<file path="config.mk">
export PLATFORM = sky130hd
export DESIGN_NAME = param_reg_file
export DESIGN_NICKNAME = d
export VERILOG_FILES = /design/src/rtl/param_reg_file_pkg.sv /design/src/rtl/param_reg_file_rf_cell.sv /design/src/rtl/param_reg_file.sv
export SDC_FILE = /design/constraint.sdc
export NUM_CORES = 1
export LEC_CHECK = 0
export ABC_AREA = 1
export ABC_CLOCK_PERIOD_IN_PS = 4220
export CAP_MARGIN = 20
export CORE_MARGIN = 2
export CORE_UTILIZATION = 50
export CTS_BUF_LIST = sky130_fd_sc_hd__clkbuf_2 sky130_fd_sc_hd__clkbuf_4 sky130_fd_sc_hd__clkbuf_8
export CTS_CLUSTER_DIAMETER = 30
export DETAILED_ROUTE_END_ITERATION = 16
export PLACE_DENSITY = 0.7
export SYNTH_ARGS = -nofsm -noshare
export SYNTH_HDL_FRONTEND = slang
export SYNTH_SLANG_ARGS = --single-unit
</file>
<file path="constraint.sdc">
create_clock -name Clock -period 4.22 [get_ports Clock]
set_input_delay 0.422 -clock Clock [delete_from_list [all_inputs] [get_ports Clock]]
set_output_delay 0.422 -clock Clock [all_outputs]
set_load 0.01 [all_outputs]
</file>
<file path="src/rtl/param_reg_file_pkg.sv">
// Shared definitions for the parametrised R/T register file.
// Function codes and read-select width helper.
package param_reg_file_pkg;

    localparam logic [2:0] FS_CLR  = 3'b000;
    localparam logic [2:0] FS_LOAD = 3'b001;
    localparam logic [2:0] FS_DEC  = 3'b010;
    localparam logic [2:0] FS_INC  = 3'b011;
    localparam logic [2:0] FS_SHL  = 3'b100;
    localparam logic [2:0] FS_SHR  = 3'b101;
    localparam logic [2:0] FS_ROL  = 3'b110;
    localparam logic [2:0] FS_HOLD = 3'b111;

    function automatic int sel_w(input int n);
        return (n <= 2) ? 1 : $clog2(n);
    endfunction

endpackage

</file>
<file path="src/rtl/param_reg_file_rf_cell.sv">
// One register of the file plus its sticky limit flag.
// Applies the shared function code when enabled.
module rf_cell
    import param_reg_file_pkg::*;
#(
    parameter int WIDTH    = 8,
    parameter int SATURATE = 0
) (
    input  logic             Clock,
    input  logic             Reset,
    input  logic             En,
    input  logic [2:0]       FunSel,
    input  logic [WIDTH-1:0] Input,
    output logic [WIDTH-1:0] Q,
    output logic             Limit
);

    localparam logic SAT = (SATURATE != 0);

    always_ff @(posedge Clock) begin
        if (Reset) begin
            Q     <= '0;
            Limit <= 1'b0;
        end else if (En) begin
            case (FunSel)
                FS_CLR: begin
                    Q     <= '0;
                    Limit <= 1'b0;
                end
                FS_LOAD: begin
                    Q     <= Input;
                    Limit <= 1'b0;
                end
                FS_DEC: begin
                    if (Q == '0) begin
                        Limit <= 1'b1;
                        Q     <= SAT ? Q : Q - WIDTH'(1);
                    end else begin
                        Q <= Q - WIDTH'(1);
                    end
                end
                FS_INC: begin
                    if (Q == '1) begin
                        Limit <= 1'b1;
                        Q     <= SAT ? Q : Q + WIDTH'(1);
                    end else begin
                        Q <= Q + WIDTH'(1);
                    end
                end
                FS_SHL:  Q <= {Q[WIDTH-2:0], 1'b0};
                FS_SHR:  Q <= {1'b0, Q[WIDTH-1:1]};
                FS_ROL:  Q <= {Q[WIDTH-2:0], Q[WIDTH-1]};
                default: Q <= Q;
            endcase
        end
    end

endmodule

</file>
<file path="src/rtl/param_reg_file.sv">
// NUM_T temporary + NUM_R general registers sharing one function code.
// Read index: T1..Tn first, then R1..Rn; out-of-range reads give zero.
module param_reg_file
    import param_reg_file_pkg::*;
#(
    parameter int WIDTH    = 8,
    parameter int NUM_R    = 4,
    parameter int NUM_T    = 4,
    parameter int SATURATE = 0,
    localparam int N       = NUM_T + NUM_R,
    localparam int SEL_W   = sel_w(NUM_T + NUM_R)
) (
    input  logic             Clock,
    input  logic             Reset,
    input  logic [WIDTH-1:0] Input,
    input  logic [2:0]       FunSel,
    input  logic [NUM_R-1:0] RSel,
    input  logic [NUM_T-1:0] TSel,
    input  logic [SEL_W-1:0] O1Sel,
    input  logic [SEL_W-1:0] O2Sel,
    output logic [WIDTH-1:0] Output1,
    output logic [WIDTH-1:0] Output2,
    output logic [N-1:0]     Limit
);

    logic [WIDTH-1:0] q [N];
    logic [N-1:0]     en;

    // Select vectors are MSB-first: bit [n-1] is register 1.
    for (genvar i = 0; i < N; i++) begin : g_cell
        if (i < NUM_T) begin : g_t
            assign en[i] = TSel[NUM_T-1-i];
        end else begin : g_r
            assign en[i] = RSel[NUM_R-1-(i-NUM_T)];
        end

        rf_cell #(
            .WIDTH    (WIDTH),
            .SATURATE (SATURATE)
        ) u_cell (
            .Clock  (Clock),
            .Reset  (Reset),
            .En     (en[i]),
            .FunSel (FunSel),
            .Input  (Input),
            .Q      (q[i]),
            .Limit  (Limit[i])
        );
    end

    always_comb begin
        Output1 = '0;
        Output2 = '0;
        for (int i = 0; i < N; i++) begin
            if (O1Sel == SEL_W'(i)) Output1 = q[i];
            if (O2Sel == SEL_W'(i)) Output2 = q[i];
        end
    end

endmodule

</file>
==> results_dict.tcl <==
set metrics [dict create \
    run_status "finished clean" \
    fin_crit_ps 3210 \
    buffer_ports.inserted 50 \
    report.final.setup_viol 0 \
    number_of_antenna_violations_at_the_first_check_in_global_routing 0 \
    floorplan.core_area_mm2 0.01571 \
    postLayoutCoreUtil_pct 55.66 \
    worstHoldPathCells 2 \
    max_freq_ghz 0.3115 \
    clock_skew_ps 7.155 \
    worst_hold_startpoint "g_cell[7].u_cell.Limit" \
    initial_utilization_pct 50.68 \
    regToRegStartpoint "g_cell[7].u_cell.Q[0]" \
    report.final.hold_viol_count 0 \
    routed-wl-met3_um 2657 \
    instance_area_at_placement_mm2 0.008507 \
    crit_required_ps 4460 \
    gr-usage-all-layers_pct 34.04 \
    cts-buffers-inserted 9 \
    cts_hold_repair.buffers 0 \
    synth_seq_area_share_pct 18.10 \
    detail_route.iter0.violations 922 \
    route.top_layer_used "met4" \
    met1_length_um 11920 \
    yosys_register_bits 72 \
    drt-total-wl_um 28180 \
    die_y_um 130.2 \
    synth.cell_area_mm2 0.007964 \
    clk_transition_reported_paths_ps 80 \
    min_period_over_period_pct 76.07 \
    ys_dominant_reg_cell "dfxtp_1" \
    max_cap_viol_count 0 \
    tritoncts "done" \
    post-cts-setup-buffers 0 \
    ys_warn_count 0 \
    setup_total_negative_slack_ps 0 \
    synthesis.instances 1372 \
    drcViolationCount 0 \
    grt_remaining_overflow 0 \
    leakagePower_nw 3.988 \
    crit_path_max_fanout 36 \
    criticalPathCategory "input pin to flip-flop" \
    finalWeightedCongestion 0.9722 \
    detailroute.wirelength.met2_um 12330 \
    synth_async_sr_flop_share_pct 0 \
    number_of_iterations_in_the_first_detailed_routing_pass 5 \
    timing.final.max_slew_violations 0 \
    maximum_number_of_pins_on_one_net_before_global_route_repair 65 \
    number_of_vias_after_detailed_routing 9416 \
    layout.cell_area.non_filler_mm2 0.008746 \
    max_slew_headroom_pct 41.19 \
    power_per_cell_area_mw_per_mm2 265.0 \
    ioPinCount 51 \
    syn-num-nets 1455 \
    postRouteAntennaNets 0 \
    tightest_slew_ps 875.4 \
    timing.critical_path.to_type "flip-flop" \
    hp-class "flip-flop to flip-flop" \
    endpoint_with_the_worst_hold_slack "g_cell[7].u_cell.Limit" \
    count_of_flip_flops_with_a_built_in_enable_after_synthesis 0 \
    syn_avg_cell_area_um2 5.805 \
    hpwl_um 19610 \
    drive_above_1_share_pct 5.053 \
    drt-wirelength-per-cell_um 17.38 \
    netlist-cell-type-count 35 \
    clk_path_buf_depth 2 \
    die-area_mm2 0.01695 \
    cts_resized 0 \
    worst-r2r-cell-count 10 \
    core.rowCount 46 \
    crit_reg_reg_endpoint "g_cell[7].u_cell.Q[6]" \
    clock_tree.htree_level_count 3 \
    irDropWorstVdd_uv 131.8 \
    setup_repair_after_global_routing_missed_its_margin "false" \
    antenna-diode-count 0 \
    global_route_wire_length_before_repair_um 44570 \
    final_nets 1483 \
    root_buffer "clkbuf_8" \
    clkSinkCount 72 \
    timing.reg2reg.setup_slack_ps 2280 \
    area_delta_synth_final_pct 9.819 \
    worst-endpoint-arrival_ps 3450 \
    clkLatencyLatePin_ps 380 \
    via_per_inst 5.809 \
    start_kind "input pin" \
    grt_pass1_vias 8459 \
    die_w_um 130.2 \
]
==> worst max path at each step <==
| stage | slack [ps] | cells after the start | start | to |
|---|---|---|---|---|
| 6_report | 1010 | 13 | FunSel[2] | g_cell[1].u_cell.Q[7] |
| 5_1_grt | 720 | 12 | FunSel[2] | g_cell[0].u_cell.Q[4] |
| 4_1_cts | 1050 | 13 | FunSel[2] | g_cell[1].u_cell.Q[7] |
| 3_5_place_dp | 660 | 13 | FunSel[2] | g_cell[1].u_cell.Q[7] |
| 3_3_place_gp | 710 | 13 | FunSel[2] | g_cell[1].u_cell.Q[7] |
| 2_1_floorplan | 1840 | 11 | FunSel[2] | g_cell[4].u_cell.Q[3] |
==> metal layers <==
layer | track usage (%) | up-vias
met5 | 0 | -
met4 | 17.20 | 0
met3 | 6.601 | 99
li1 | - | 4641
met2 | 52.48 | 507
met1 | 45.36 | 4169
==> cells in the final DEF, fill, tap and decap left out, drive strengths merged, types with 11 or more instances in the layout <==
cell,netlist,routed
dfxtp,72,72
o21ai,83,83
clkdlybuf4s50,0,49
nor4,11,11
nand4,55,55
nor2,71,71
o2111ai,16,16
ha,48,48
inv,203,203
nand2,446,446
o22ai,38,38
a21oi,158,158
nand3,100,100
==> power breakdown <==
group          internal, W  switching (W)
combinational     0.000299       0.000527
sequential        0.000721      0.0000738
clock             0.000397       0.000300
total              0.00142       0.000901
==> cell usage after synthesis (2+ instances only) <==
cell type / number / area share [%]
a21oi_2: 8 / 0.88
ha_1: 48 / 7.5
o2111ai_1: 16 / 1.8
clkbuf_1: 11 / 0.52
nand2_1: 435 / 21
nor4_1: 11 / 0.86
o21ai_0: 63 / 4.0
nand3_4: 3 / 0.66
nand2_4: 2 / 0.28
nand4_1: 55 / 4.3
nor2_1: 68 / 3.2
a211oi_1: 3 / 0.28
a21oi_1: 150 / 9.4
dfxtp_1: 72 / 18
or2_2: 2 / 0.16
and2_1: 6 / 0.47
o22ai_1: 38 / 3.0
inv_2: 13 / 0.61
buf_4: 10 / 0.94
nand2_2: 9 / 0.71
buf_6: 11 / 1.6
inv_1: 188 / 8.9
nor3_1: 8 / 0.50
nand3_1: 96 / 6.0
buf_2: 10 / 0.63
o21ai_1: 20 / 1.3
fa_1: 8 / 2.0
==> kinds of logic (layout without fill, tap and decap cells) <==
family | count (synthesis) | in the layout | share of synthesized area (%)
buffers and inverters | 246 | 279 | 13.37
flip-flops | 72 | 72 | 18.10
adder cells (fa/ha/maj) | 56 | 56 | 9.552
AND/OR/NAND/NOR | 700 | 700 | 38.43
AO/OA/AOI/OAI | 298 | 298 | 20.55
==> stage by stage <==
| stage | setup slack [ps] | power, W | std cells | hold slack [ps] |
|---|---|---|---|---|
| 6_report | 1010 | 0.002318 | 1621 | 448.3 |
| 5_1_grt | 721.1 | 0.002465 | 1621 | 472.9 |
| 4_1_cts | 1053 | 0.002306 | 1621 | 450.1 |
| 3_5_place_dp | 658.7 | 0.001613 | 1605 | 437.5 |
| 3_3_place_gp | 709.6 | 0.001606 | 1605 | 439.1 |
| 2_1_floorplan | 1835 | 0.001386 | 1372 | 423.6 |
==> critical path, cell delays in order <==
cell and delay (ps):
clkdlybuf4s50_1 670, inv_6 320, nand3_4 480, buf_4 440
ha_1 370, a21oi_1 150, nand2_1 120, nand2_1 100
nand3_1 70, nand3_1 90, nand2_1 70, nand2_1 60
a21oi_1 60
==> registers in the layout (all words and copies together) (netlist names) <==
name,count
g_cell.u_cell.Q,64
g_cell.u_cell.Limit,8
==> cell type report <==
type                            count  area (um2)
Tap cell                          216       270.3
Inverter                          204       774.5
Multi-Input combinational cell   1054        5458
Sequential cell                    72        1441
Timing Repair Buffer               59       563.0
Clock inverter                      6       107.6
Clock buffer                       10       131.4
Fill cell                        1665        6967
(Power assumes the default switching activity.)
